$ cat config.mk
export PLATFORM = sky130hd
export DESIGN_NAME = dram_bist
export DESIGN_NICKNAME = d
export VERILOG_FILES = /design/src/rtl/dram_bist_pkg.sv /design/src/rtl/dram_bist_pattern.sv /design/src/rtl/dram_bist.sv
export SDC_FILE = /design/constraint.sdc
export NUM_CORES = 1
export LEC_CHECK = 0
export CAP_MARGIN = 40
export CELL_PAD_IN_SITES_DETAIL_PLACEMENT = 0
export CELL_PAD_IN_SITES_GLOBAL_PLACEMENT = 2
export CORE_MARGIN = 5
export CORE_UTILIZATION = 26
export DETAILED_ROUTE_END_ITERATION = 10
export PLACE_DENSITY = 0.88
export RECOVER_POWER = 25
export SLEW_MARGIN = 40
export SYNTH_ARGS = -nofsm -noshare
export SYNTH_HDL_FRONTEND = slang
export SYNTH_SLANG_ARGS = --single-unit
export TNS_END_PERCENT = 30
$ cat constraint.sdc
create_clock -name sys_clk -period 4.8 [get_ports sys_clk]
set_input_delay 0.96 -clock sys_clk [delete_from_list [all_inputs] [get_ports sys_clk]]
set_output_delay 0.96 -clock sys_clk [all_outputs]
set_load 0.01 [all_outputs]
$ cat src/rtl/dram_bist_pkg.sv
// Shared types and constants for the DRAM BIST traffic generator/checker.
// Imported by the pattern generator and the top-level FSM.
package dram_bist_pkg;

    typedef enum logic [2:0] {
        IDLE,
        WAIT_INIT,
        WR_REQ,
        WR_GAP,
        RD_REQ,
        CHECK,
        DONE
    } bist_state_t;

    localparam logic [1:0] PAT_ADDR     = 2'd0;
    localparam logic [1:0] PAT_A5       = 2'd1;
    localparam logic [1:0] PAT_CHECKER  = 2'd2;
    localparam logic [1:0] PAT_INV_ADDR = 2'd3;

    localparam int ADDR_BYTE_SHIFT = 7;

endpackage

$ cat src/rtl/dram_bist_pattern.sv
// Combinational test-pattern generator: one 32-bit lane per (sel, idx),
// replicated across the data word. Shared by the write and check paths.
module dram_bist_pattern
    import dram_bist_pkg::*;
#(
    parameter int WORD_SIZE  = 256,
    parameter int ADDR_WIDTH = 25
) (
    input  logic [1:0]            sel_i,
    input  logic [ADDR_WIDTH-1:0] idx_i,
    output logic [WORD_SIZE-1:0]  word_o
);

    logic [31:0] idx_ext;
    logic [31:0] lane;

    assign idx_ext = 32'(idx_i);

    always_comb begin
        lane = idx_ext;
        unique case (sel_i)
            PAT_ADDR:     lane = idx_ext;
            PAT_A5:       lane = 32'hA5A5_A5A5;
            PAT_CHECKER:  lane = idx_i[0] ? 32'hAAAA_AAAA : 32'h5555_5555;
            PAT_INV_ADDR: lane = ~idx_ext;
            default:      lane = idx_ext;
        endcase
    end

    assign word_o = {(WORD_SIZE / 32){lane}};

endmodule

$ cat src/rtl/dram_bist.sv
// Wishbone BIST master: writes a pattern over NUM_WORDS words, reads them
// back and reports pass/fail, error count, first bad index and timeout.
module dram_bist
    import dram_bist_pkg::*;
#(
    parameter int WORD_SIZE      = 256,
    parameter int ADDR_WIDTH     = 25,
    parameter int NUM_WORDS      = 1024,
    parameter int TIMEOUT_CYCLES = 65535
) (
    input  logic                  sys_clk,
    input  logic                  rst,
    input  logic                  initialized_i,
    input  logic                  start_i,
    input  logic [1:0]            pattern_sel_i,
    output logic                  cyc_o,
    output logic                  stb_o,
    output logic                  we_o,
    output logic [31:0]           addr_o,
    output logic [WORD_SIZE-1:0]  data_o,
    input  logic [WORD_SIZE-1:0]  data_i,
    input  logic                  ack_i,
    output logic                  busy_o,
    output logic                  done_o,
    output logic                  pass_o,
    output logic                  fail_o,
    output logic                  timeout_o,
    output logic [15:0]           error_count_o,
    output logic [ADDR_WIDTH-1:0] first_err_idx_o
);

    localparam int TW = $clog2(TIMEOUT_CYCLES + 1);
    localparam logic [TW-1:0] TMO_LAST = TW'(TIMEOUT_CYCLES - 1);
    localparam logic [ADDR_WIDTH-1:0] LAST_IDX = ADDR_WIDTH'(NUM_WORDS - 1);
    localparam logic [ADDR_BYTE_SHIFT-1:0] BYTE_ZERO = '0;

    bist_state_t state_q, state_d;

    logic [1:0]            sel_q, sel_d;
    logic [ADDR_WIDTH-1:0] idx_q, idx_d;
    logic [TW-1:0]         tmo_q, tmo_d;
    logic                  cyc_q, cyc_d;
    logic                  stb_q, stb_d;
    logic                  we_q, we_d;
    logic [31:0]           addr_q, addr_d;
    logic [WORD_SIZE-1:0]  data_q, data_d;
    logic [WORD_SIZE-1:0]  cap_q, cap_d;
    logic                  busy_q, busy_d;
    logic                  done_q, done_d;
    logic                  pass_q, pass_d;
    logic                  fail_q, fail_d;
    logic                  tout_q, tout_d;
    logic [15:0]           err_q, err_d;
    logic [ADDR_WIDTH-1:0] first_q, first_d;

    logic [ADDR_WIDTH-1:0] idx_inc;
    logic [ADDR_WIDTH-1:0] pat_idx;
    logic [WORD_SIZE-1:0]  pat_word;
    logic                  ack_ok;
    logic                  tmo_hit;
    logic                  mismatch;

    assign idx_inc  = idx_q + ADDR_WIDTH'(1);
    // WR_GAP prepares the next write, so the generator looks one word ahead.
    assign pat_idx  = (state_q == WR_GAP) ? idx_inc : idx_q;
    assign ack_ok   = ack_i & stb_q;
    assign tmo_hit  = stb_q & ~ack_i & (tmo_q == TMO_LAST);
    assign mismatch = (cap_q != pat_word);

    dram_bist_pattern #(
        .WORD_SIZE  (WORD_SIZE),
        .ADDR_WIDTH (ADDR_WIDTH)
    ) u_pattern (
        .sel_i  (sel_q),
        .idx_i  (pat_idx),
        .word_o (pat_word)
    );

    always_comb begin
        state_d = state_q;
        sel_d   = sel_q;
        idx_d   = idx_q;
        cyc_d   = cyc_q;
        stb_d   = stb_q;
        we_d    = we_q;
        addr_d  = addr_q;
        data_d  = data_q;
        cap_d   = cap_q;
        busy_d  = busy_q;
        done_d  = done_q;
        pass_d  = pass_q;
        fail_d  = fail_q;
        tout_d  = tout_q;
        err_d   = err_q;
        first_d = first_q;
        tmo_d   = (stb_q && !ack_i) ? tmo_q + TW'(1) : tmo_q;

        unique case (state_q)
            IDLE, DONE: begin
                if (start_i) begin
                    state_d = WAIT_INIT;
                    sel_d   = pattern_sel_i;
                    idx_d   = '0;
                    busy_d  = 1'b1;
                    done_d  = 1'b0;
                    pass_d  = 1'b0;
                    fail_d  = 1'b0;
                    tout_d  = 1'b0;
                    err_d   = '0;
                    first_d = '0;
                end
            end
            WAIT_INIT: begin
                if (initialized_i) begin
                    state_d = WR_REQ;
                    cyc_d   = 1'b1;
                    stb_d   = 1'b1;
                    we_d    = 1'b1;
                    addr_d  = {idx_q, BYTE_ZERO};
                    data_d  = pat_word;
                    tmo_d   = '0;
                end
            end
            WR_REQ: begin
                if (ack_ok) begin
                    state_d = WR_GAP;
                    cyc_d   = 1'b0;
                    stb_d   = 1'b0;
                    we_d    = 1'b0;
                end
            end
            WR_GAP: begin
                cyc_d = 1'b1;
                stb_d = 1'b1;
                tmo_d = '0;
                if (idx_q == LAST_IDX) begin
                    state_d = RD_REQ;
                    idx_d   = '0;
                    we_d    = 1'b0;
                end else begin
                    state_d = WR_REQ;
                    idx_d   = idx_inc;
                    we_d    = 1'b1;
                    data_d  = pat_word;
                end
                addr_d = {idx_d, BYTE_ZERO};
            end
            RD_REQ: begin
                if (ack_ok) begin
                    state_d = CHECK;
                    cap_d   = data_i;
                    cyc_d   = 1'b0;
                    stb_d   = 1'b0;
                end
            end
            CHECK: begin
                if (mismatch) begin
                    if (err_q == '0) first_d = idx_q;
                    if (err_q != '1) err_d = err_q + 16'd1;
                end
                if (idx_q == LAST_IDX) begin
                    state_d = DONE;
                    busy_d  = 1'b0;
                    done_d  = 1'b1;
                    pass_d  = (err_d == '0);
                    fail_d  = (err_d != '0);
                end else begin
                    state_d = RD_REQ;
                    idx_d   = idx_inc;
                    cyc_d   = 1'b1;
                    stb_d   = 1'b1;
                    addr_d  = {idx_inc, BYTE_ZERO};
                    tmo_d   = '0;
                end
            end
            default: state_d = IDLE;
        endcase

        // A stalled slave aborts the run regardless of phase.
        if (tmo_hit) begin
            state_d = DONE;
            cyc_d   = 1'b0;
            stb_d   = 1'b0;
            we_d    = 1'b0;
            busy_d  = 1'b0;
            done_d  = 1'b1;
            pass_d  = 1'b0;
            fail_d  = 1'b1;
            tout_d  = 1'b1;
        end
    end

    always_ff @(posedge sys_clk) begin
        if (rst) begin
            state_q <= IDLE;
            sel_q   <= '0;
            idx_q   <= '0;
            tmo_q   <= '0;
            cyc_q   <= 1'b0;
            stb_q   <= 1'b0;
            we_q    <= 1'b0;
            addr_q  <= '0;
            data_q  <= '0;
            cap_q   <= '0;
            busy_q  <= 1'b0;
            done_q  <= 1'b0;
            pass_q  <= 1'b0;
            fail_q  <= 1'b0;
            tout_q  <= 1'b0;
            err_q   <= '0;
            first_q <= '0;
        end else begin
            state_q <= state_d;
            sel_q   <= sel_d;
            idx_q   <= idx_d;
            tmo_q   <= tmo_d;
            cyc_q   <= cyc_d;
            stb_q   <= stb_d;
            we_q    <= we_d;
            addr_q  <= addr_d;
            data_q  <= data_d;
            cap_q   <= cap_d;
            busy_q  <= busy_d;
            done_q  <= done_d;
            pass_q  <= pass_d;
            fail_q  <= fail_d;
            tout_q  <= tout_d;
            err_q   <= err_d;
            first_q <= first_d;
        end
    end

    assign cyc_o           = cyc_q;
    assign stb_o           = stb_q;
    assign we_o            = we_q;
    assign addr_o          = addr_q;
    assign data_o          = data_q;
    assign busy_o          = busy_q;
    assign done_o          = done_q;
    assign pass_o          = pass_q;
    assign fail_o          = fail_q;
    assign timeout_o       = tout_q;
    assign error_count_o   = err_q;
    assign first_err_idx_o = first_q;

endmodule

==> summary.md, run 1 <==
| Metric | Value |
|---|---|
| CTS sink cnt | `404` |
| Max-cap violations | `1` |
| Most frequent cell after synthesis | `nand2_1` |
| Core Region | `78500 um^2` |
| Post-synth top cells | `nand2_1, dfxtp_1, a21oi_1` |
| Setup WS pre-CTS | `34.6 ps` |
| Fmax | `0.223 GHz` |
| Avg Inst Size Synth | `7.46 um^2` |
| CTS Root Cell | `clkbuf_16` |
| Area of the die | `84500 um^2` |
| Tmin final | `4490 ps` |
| Final setup viols | `0` |
| Final Slew Violations | `47` |
| Setup crit start kind | `flop` |
| Synth cell types | `77` |
| Async SR Flop Fraction | `0` |
| Worst-path fanout max | `25` |
| FF+latch count, synth | `404` |
| Worst-Skew Late Latency | `620 ps` |
| Reg2Reg Depth | `16` |
| RSZ-0062 raised after global routing | `no` |
| Worst path arrival time | `4990 ps` |
| Count of input and output buffers | `592` |
| Clk buf depth | `3` |
| Vias per cell | `4.90` |
| Setup_tns | `0 ps` |
| Failing checks | `capacitance limit, slew limit` |
| Io pins | `600` |
| Status | `finished with violations` |
| Register area share after synthesis | `0.395` |
| Num CTS Buffers | `47` |
| Largest net degree at the start of global routing | `171` |
| Tcrit/Tclk final | `0.935` |
| DR WL/cell | `21.3 um` |
| Vias in the first global route | `19092` |
| H-tree Lvls | `2` |
| WP data required | `5300 ps` |
| Nets | `3334` |
| WHS | `457 ps` |
| Final Power | `0.00823 W` |
| Chip width | `291 um` |
| Clock Skew | `46.9 ps` |
| CTS tree | `done` |
| Gr usage total | `0.197` |
| DRT iter0 DRCs | `1757` |
| Area grow syn2layout | `35.9%` |
| Synthesized area | `20500 um^2` |
| Starting density of the core | `0.261` |
| Yosys top cell area share | `0.395` |
| Top_reg_cell synth | `dfxtp_1` |
| Top cells by area, synth | `dfxtp_1, nand2_1, a21oi_1` |
| Count of flip-flops with a built-in enable after synthesis | `0` |
| Final hold vios | `0` |
| First-pass GRT wire length | `129000 um` |
| Row count | `103` |
| Post-synthesis instance total | `2745` |
| Synth Warn # | `0` |
| Final wirelength | `88700 um` |
| CTS Hold Buffers Added | `0` |
| Leak pwr | `9.60 nW` |
| Worst-Margin Slew | `2110 ps` |
| Critical setup path kind | `flop to flop` |
| CP endpoint kind | `flop` |
| RD Place Congestion | `0.901` |
| Antenna viol nets, final | `0` |
| HPWL Detailed | `68000 um` |
| First drt pass iteration count | `6` |
| Worst Hold Path Cells | `2` |
| Share of cells above drive strength 1 | `0.0712` |
| Worst IR Drop VDD | `0.000284 V` |
| Setup Fix Bufs, Post-CTS | `0` |
| DRC errors left | `0` |
| Setup WS post-layout | `310 ps` |
| Vias | `20386` |
| Die Span Y | `291 um` |
| Post-synth top area cell | `dfxtp_1` |
| HP Class | `flop to flop` |
| GRT overflow | `0` |
| Clock slew at reported path FFs | `60 ps` |
| Max_slew headroom | `-0.408` |
| PwrDens | `296 nW/um^2` |
| Initial antenna violation count | `25` |
## kinds of logic after synthesis
group / Yosys count / synth area share
AOI/OAI and AO/OA: 601 / 0.169
other: 1 / 0.000183
xor gates and xnor gates: 37 / 0.0158
muxes: 41 / 0.0205
and+or+nand+nor: 1209 / 0.271
DFF: 404 / 0.395
adders and majority gates: 5 / 0.00306
buffers and inverters: 447 / 0.126
## worst paths after layout
path / start / to / slack [ps]
setup / recovery: idx_q[1] / first_err_idx_o[10] / 310
hold / removal: cap_q[196] / cap_q[196] / 460
hold reg to reg: cap_q[196] / cap_q[196] / 460
setup reg to reg: idx_q[1] / first_err_idx_o[10] / 310
## power breakdown
part           switching (W)  leakage [nW]  total [W]  internal, W
logic               0.000443          5.53   0.000949     0.000507
registers          0.0000712          3.26    0.00346      0.00338
clock network        0.00156         0.812    0.00383      0.00226
## area by class of cell
class,instances,area [um^2]
fillers,8274,50700
multi-input cells,1900,9930
flip-flops and latches,404,8090
repair buffers,691,6730
clock buffers,69,1370
well taps,1050,1310
clock inverters,18,284
inverters,22,82.6
diodes,9,22.5
## cell usage in the layout (no fill, tap or decap), types with 50 or more instances in the layout
cell type,Yosys,layout
nand4_1,50,50
nand3_1,68,66
nand2_1,640,639
dlygate4sd3_1,0,72
o21ai_0,86,86
dfxtp_1,404,400
a21oi_1,379,378
buf_4,235,89
clkdlybuf4s50_1,0,519
nor2_1,177,177
## through the flow
step / instance area, um^2 / instances / util
after floorplan: 20500 / 2751 / -
after global placement: 26100 / 4067 / 0.333
after global routing: 27800 / 4157 / 0.354
final: 27800 / 4163 / 0.355
after detailed placement: 26100 / 4067 / 0.333
after CTS: 27800 / 4154 / 0.354
## sequential cells by signal, summed over array words and instances, names as in the netlist
signal,cells
addr_o,25
busy_o,1
cap_q,256
data_o,29
done_o,1
error_count_o,16
fail_o,1
first_err_idx_o,25
idx_q,25
pass_o,1
sel_q,2
state_q,3
stb_o,1
timeout_o,1
tmo_q,16
we_o,1
## routing by layer
layer / wire, um / part of all wire / vias to the layer above / GRT usage
met4: 1860 / 0.021 / 26 / 0.0429
met1: 39100 / 0.44 / 9613 / 0.267
met3: 7020 / 0.079 / 127 / 0.0520
met2: 40500 / 0.46 / 693 / 0.317
li1: - / - / 9927 / -
met5: 192 / 0.0022 / - / 0
## critical path: stages, from the launching register on
cell and delay [ps]:
dfxtp_2 390, ha_1 190, nand3_1 210, o31ai_1 380, and2_1 230, a311oi_1 90, or4_1 520, or4_1 600
nor4_1 330, and4_1 290, nand3_2 180, buf_4 230, and2_1 220, nand2_1 120, buf_12 170, nand3_1 100
a21oi_1 140
## repair_timing
item,CTS,global route
endpoints found under the setup margin,0,43
endpoints found under the hold margin,0,0
gates resized for setup,0,17
Power figures use the tool's default switching activity.
==> run 2, diff against run 1 <==
==> constraint.sdc (replaced) <==
create_clock -name sys_clk -period 5 [get_ports sys_clk]
set_input_delay 1 -clock sys_clk [delete_from_list [all_inputs] [get_ports sys_clk]]
set_output_delay 1 -clock sys_clk [all_outputs]
set_load 0.01 [all_outputs]
==> summary.md, run 2 (synthesis results as in run 1) <==
| Metric | Value |
|---|---|
| Final wirelength | `89100 um (was 88700 um)` |
| Share of cells above drive strength 1 | `0.0655 (was 0.0712)` |
| Vias | `20270 (was 20386)` |
| Worst-path fanout max | `12 (was 25)` |
| DRT iter0 DRCs | `1381 (was 1757)` |
| HPWL Detailed | `68200 um (was 68000 um)` |
| Worst path arrival time | `5230 ps (was 4990 ps)` |
| Most frequent cells in the layout | `nand2_1, clkdlybuf4s50_1, dfxtp_1 (unchanged)` |
| Final Slew Violations | `42 (was 47)` |
| Starting density of the core | `0.261 (unchanged)` |
| Commonest non-fill, non-tap cell in the layout | `nand2_1 (unchanged)` |
| RR Startpoint | `idx_q[1] (unchanged)` |
| Largest register FFs | `256 (unchanged)` |
| Setup Fix Bufs, Post-CTS | `0 (unchanged)` |
| Area grow syn2layout | `35.3% (was 35.9%)` |
| Worst-Margin Slew | `1960 ps (was 2110 ps)` |
| Tmin final | `4760 ps (was 4490 ps)` |
| PwrDens | `287 nW/um^2 (was 296 nW/um^2)` |
| Largest net degree at the start of global routing | `128 (was 171)` |
| Io pins | `600 (unchanged)` |
| Vias per cell | `4.89 (was 4.90)` |
| Failing checks | `capacitance limit, slew limit (unchanged)` |
| GRT overflow | `0 (unchanged)` |
| First drt pass iteration count | `5 (was 6)` |
| Clock Skew | `28.1 ps (was 46.9 ps)` |
| Hold_sp | `first_err_idx_o[5] (was cap_q[196])` |
| Layout fillers | `8285 (was 8274)` |
| CP endpoint kind | `flop (unchanged)` |
| Max-cap violations | `1 (unchanged)` |
| Count of input and output buffers | `592 (unchanged)` |
| CTS-repair resized insts | `0 (unchanged)` |
| CTS Hold Buffers Added | `0 (unchanged)` |
| DR WL/cell | `21.5 um (was 21.3 um)` |
| Setup crit start kind | `flop (unchanged)` |
| Fmax | `0.210 GHz (was 0.223 GHz)` |
| Initial antenna violation count | `26 (was 25)` |
| CTS sink cnt | `404 (unchanged)` |
| Row count | `103 (unchanged)` |
| Num CTS Buffers | `49 (was 47)` |
| Area of the die | `84500 um^2 (unchanged)` |
| H-tree Lvls | `2 (unchanged)` |
| Core Region | `78500 um^2 (unchanged)` |
| First-pass GRT wire length | `129000 um (about the same)` |
| Worst IR Drop VDD | `0.000235 V (was 0.000284 V)` |
| Reg with most FFs | `cap_q (unchanged)` |
| Setup_tns | `0 ps (unchanged)` |
| CTS Root Cell | `clkbuf_16 (unchanged)` |
| Die Span Y | `291 um (unchanged)` |
| Setup WS post-layout | `242 ps (was 310 ps)` |
| Final hold vios | `0 (unchanged)` |
| Clock slew at reported path FFs | `60 ps (about the same)` |
| Tcrit/Tclk final | `0.952 (was 0.935)` |
| Setup WS pre-CTS | `160 ps (was 34.6 ps)` |
| Max_slew headroom | `-0.307 (was -0.408)` |
| RD Place Congestion | `0.909 (was 0.901)` |
| WP data required | `5470 ps (was 5300 ps)` |
| Crit. Startpoint | `idx_q[1] (unchanged)` |
| Chip width | `291 um (unchanged)` |
| Status | `finished with violations (unchanged)` |
| Leak pwr | `9.61 nW (was 9.60 nW)` |
| Vias in the first global route | `19169 (was 19092)` |
| Critical setup path kind | `flop to flop (unchanged)` |
| HP Class | `flop to flop (unchanged)` |
| Gr usage total | `0.197 (about the same)` |
| Antenna viol nets, final | `0 (unchanged)` |
| Clk buf depth | `3 (unchanged)` |
| DRC errors left | `0 (unchanged)` |
| Nets | `3317 (was 3334)` |
| CTS tree | `done (unchanged)` |
| RSZ-0062 raised after global routing | `no (unchanged)` |
| Worst-Skew Late Latency | `600 ps (was 620 ps)` |
| Final setup viols | `0 (unchanged)` |
[run 2: changes by cell type in the layout (fill, tap and decap cells not counted), moves of 2 or more]
cell / change
xnor2_1: +2
inv_16: +2
clkdlybuf4s50_1: -25
dlygate4sd3_1: +25
nor4_1: +2
clkbuf_16: +2
xnor2_2: -2
diode_2: +3
clkbuf_1: -4
clkinv_16: -2
buf_4: -17
o21ai_0: -2
o21ai_1: +2
clkbuf_8: +2
[run 2: area by class of cell]
class,count,area (um^2),area share
Inverter,22,82.6,0.00298
Clock inverter,15,234,0.00845
Multi-Input combinational cell,1900,9890,0.357
Antenna cell,12,30.0,0.00108
Sequential cell,404,8090,0.292
Tap cell,1050,1310,0.0474
Timing Repair Buffer,672,6610,0.239
Clock buffer,72,1440,0.0521
[run 2: critical path: stages (launching register included)]
cell and delay [ps]:
dfxtp_2 420, ha_2 270, nand3_1 190, o31ai_1 340, and2_1 270, a311oi_1 120
or4_1 500, or4_1 550, nor4_1 390, and4_1 300, nand3_1 270, buf_4 280
and2_1 160, a41oi_1 230, nor3b_1 90, a2bb2o_1 270
[run 2: through the flow]
stage	util	hold slack [ps]	cell area, um^2	power (W)	std cells
5_1_grt	0.353	477	27700	0.00824	4140
4_1_cts	0.352	457	27700	0.00807	4135
2_1_floorplan	-	436	20500	0.00379	2751
3_3_place_gp	0.331	447	26000	0.00430	4048
3_5_place_dp	0.331	449	26000	0.00430	4048
6_report	0.353	457	27700	0.00795	4147
[run 2: per-layer routing]
| layer | vias up | global-route usage | part of all wire |
|---|---|---|---|
| met5 | - | 0 | 0.0017 |
| met4 | 24 | 0.0500 | 0.024 |
| met3 | 129 | 0.0559 | 0.081 |
| met2 | 695 | 0.318 | 0.46 |
| met1 | 9545 | 0.262 | 0.44 |
| li1 | 9877 | - | - |
[run 2: path summary, 6_finish.rpt]
kind	slack [ps]	end	cells after the start
max	240	pass_o	15
min	460	first_err_idx_o[5]	2
max reg2reg	240	pass_o	15
min reg2reg	460	first_err_idx_o[5]	2
[run 2: where the power goes]
part,switching (W),leakage [nW],internal (W),total (W)
Combinational,0.000420,5.52,0.000477,0.000897
Clock,0.00148,0.831,0.00226,0.00374
Sequential,0.0000704,3.26,0.00325,0.00332
Total,0.00197,9.61,0.00599,0.00795
==> run 3, diff against run 2 <==
--- a/config.mk
+++ b/config.mk
@@ -11,6 +11,8 @@
 export CORE_MARGIN = 5
 export CORE_UTILIZATION = 26
 export DETAILED_ROUTE_END_ITERATION = 10
+export GPL_ROUTABILITY_DRIVEN = 0
+export GPL_TIMING_DRIVEN = 0
 export PLACE_DENSITY = 0.88
 export RECOVER_POWER = 25
 export SLEW_MARGIN = 40
==> summary.md, run 3 (synthesis results as in run 1) <==
| Metric | Value |
|---|---|
| Final Power | `0.00785 W (was 0.00795 W)` |
| Reg with most FFs | `cap_q (unchanged)` |
| Final Slew Violations | `0 (was 42)` |
| Share of cells above drive strength 1 | `0.123 (was 0.0655)` |
| Worst path arrival time | `5280 ps (was 5230 ps)` |
| GRT overflow | `0 (unchanged)` |
| Gr usage total | `0.229 (was 0.197)` |
| Vias per cell | `4.93 (was 4.89)` |
| Vias in the first global route | `21248 (was 19169)` |
| Max stage delay on crit path | `560 ps (was 550 ps)` |
| CP cell instances | `nand3b_4 > or4_1 > buf_2 > or4_1 > and3_1 > or3_4 > mux2i_1 > nor4_2 > and4_2 > nand3_4 > buf_4 > a311o_1 > o21a_1 > nor4b_2 > a221oi_1 (was ha_2 > nand3_1 > o31ai_1 > and2_1 > a311oi_1 > or4_1 > or4_1 > nor4_1 > and4_1 > nand3_1 > buf_4 > and2_1 > a41oi_1 > nor3b_1 > a2bb2o_1)` |
| Cell mode on critical path | `or4_1` |
| Setup crit start kind | `flop (unchanged)` |
| H-tree Lvls | `2 (unchanged)` |
| Commonest non-fill, non-tap cell in the layout | `nand2_1 (unchanged)` |
| Clk buf depth | `3 (unchanged)` |
| Die Span Y | `291 um (unchanged)` |
| Reg2Reg Depth | `15 (unchanged)` |
| Largest register FFs | `256 (unchanged)` |
| Area of the die | `84500 um^2 (unchanged)` |
| Worst-Margin Slew | `948 ps (was 1960 ps)` |
| Fmax | `0.207 GHz (was 0.210 GHz)` |
| Leak pwr | `10.8 nW (was 9.61 nW)` |
| Initial antenna violation count | `4 (was 26)` |
| DR WL/cell | `22.8 um (was 21.5 um)` |
| DRT iter0 DRCs | `1821 (was 1381)` |
| Hold_sp | `first_err_idx_o[10] (was first_err_idx_o[5])` |
| Nets | `3668 (was 3317)` |
| First drt pass iteration count | `6 (was 5)` |
| Core Region | `78500 um^2 (unchanged)` |
| CTS tree | `done (unchanged)` |
| HP Class | `flop to flop (unchanged)` |
| Status | `finished, final reports clean (was finished with violations)` |
| Worst Hold Path Cells | `2 (unchanged)` |
| R2r setup slk | `160 ps (was 240 ps)` |
| Chip width | `291 um (unchanged)` |
| Max-cap violations | `0 (was 1)` |
| Vias | `22119 (was 20270)` |
| Final wirelength | `102000 um (was 89100 um)` |
| CP endpoint kind | `flop (unchanged)` |
| DRC errors left | `0 (unchanged)` |
| Row count | `103 (unchanged)` |
| CTS sink cnt | `404 (unchanged)` |
| Largest net degree at the start of global routing | `18 (was 128)` |
| Worst-path fanout max | `10 (was 12)` |
| Tmin final | `4840 ps (was 4760 ps)` |
| Clock slew at reported path FFs | `60 ps (about the same)` |
| Critical setup path kind | `flop to flop (unchanged)` |
| PwrDens | `264 nW/um^2 (was 287 nW/um^2)` |
| CTS Root Cell | `clkbuf_16 (unchanged)` |
| Worst path slowest cell | `or4_1 (unchanged)` |
| Clock Skew | `39.2 ps (was 28.1 ps)` |
| Final hold vios | `0 (unchanged)` |
| Area grow syn2layout | `45.2% (was 35.3%)` |
| RR Endpoint | `fail_o (was pass_o)` |
| First-pass GRT wire length | `146000 um (was 129000 um)` |
| Setup_tns | `0 ps (unchanged)` |
| WP data required | `5440 ps (was 5470 ps)` |
| Final setup viols | `0 (unchanged)` |
| Most frequent cells in the layout | `nand2_1, clkdlybuf4s50_1, dfxtp_1 (unchanged)` |
| RR Startpoint | `state_q[2] (was idx_q[1])` |
| Starting density of the core | `0.261 (unchanged)` |
| HPWL Detailed | `82700 um (was 68200 um)` |
| Count of input and output buffers | `591 (was 592)` |
| Tcrit/Tclk final | `0.968 (was 0.952)` |
| Worst hold path endpoint | `first_err_idx_o[10] (was first_err_idx_o[5])` |
| Worst IR Drop VDD | `0.000239 V (was 0.000235 V)` |
| Max_slew headroom | `0.367 (was -0.307)` |
| Worst-Skew Late Latency | `620 ps (was 600 ps)` |
| Num CTS Buffers | `47 (was 49)` |
| Antenna viol nets, final | `0 (unchanged)` |
| Io pins | `600 (unchanged)` |
-- run 3: final cells by class --
cell class,count,area [um^2]
antenna,1,2.50
buffer,419,2500
clock buffer,73,1360
clock inverter,12,150
fill,8341,48700
inverter,22,82.6
multi-input combinational,1900,10200
sequential,404,8090
tap,1050,1310
timing repair buffer,606,6040
-- run 3: what timing repair did --
action	4_1_cts	5_1_grt
resized for setup	54	30
pin swaps	4	5
endpoints found under the setup margin	43	40
hold buffers	0	0
buffers inserted	8	5
hold endpoints to repair	0	0
-- run 3: power by group --
group | total [W] | internal (W) | switching, W
clock | 0.00343 | 0.00194 | 0.00149
sequential | 0.00332 | 0.00325 | 0.0000729
combinational | 0.00110 | 0.000581 | 0.000523
-- run 3: layer usage --
layer	vias to the layer above	wire length, um	track usage
li1	10589	-	-
met1	10570	44100	0.300
met2	836	49000	0.395
met3	120	6900	0.0403
met4	4	2400	0.0513
met5	-	27	0
-- run 3: critical path, delay by kind of cell, from the launching register on --
kind                   cells  cell delay (ps)
AND/OR/NAND/NOR            9             3120
AO/OA/AOI/OAI              3              550
buffers and inverters      2              410
flip-flops                 1              380
multiplexers               1              190
-- run 3: metrics by stage --
step                hold slack [ps]  std cells   util  instance area [um^2]  setup WS, ps
global placement                444       4392  0.353                 27700         -1670
floorplan                       436       2751      -                 20500           726
finish                          457       4487  0.379                 29700           161
detailed placement              453       4394  0.354                 27800          -734
global route                    482       4487  0.379                 29700         -2.72
CTS                             462       4485  0.378                 29600          3.71
-- run 3: how the worst max path moves through the flow --
stage,startpoint,to,slack [ps],cells past startpoint
floorplan,idx_q[1],fail_o,730,16
global placement,idx_q[0],fail_o,-1670,15
detailed placement,idx_q[2],fail_o,-730,16
CTS,idx_q[3],fail_o,4,16
global route,idx_q[10],fail_o,-3,15
finish,state_q[2],fail_o,160,15
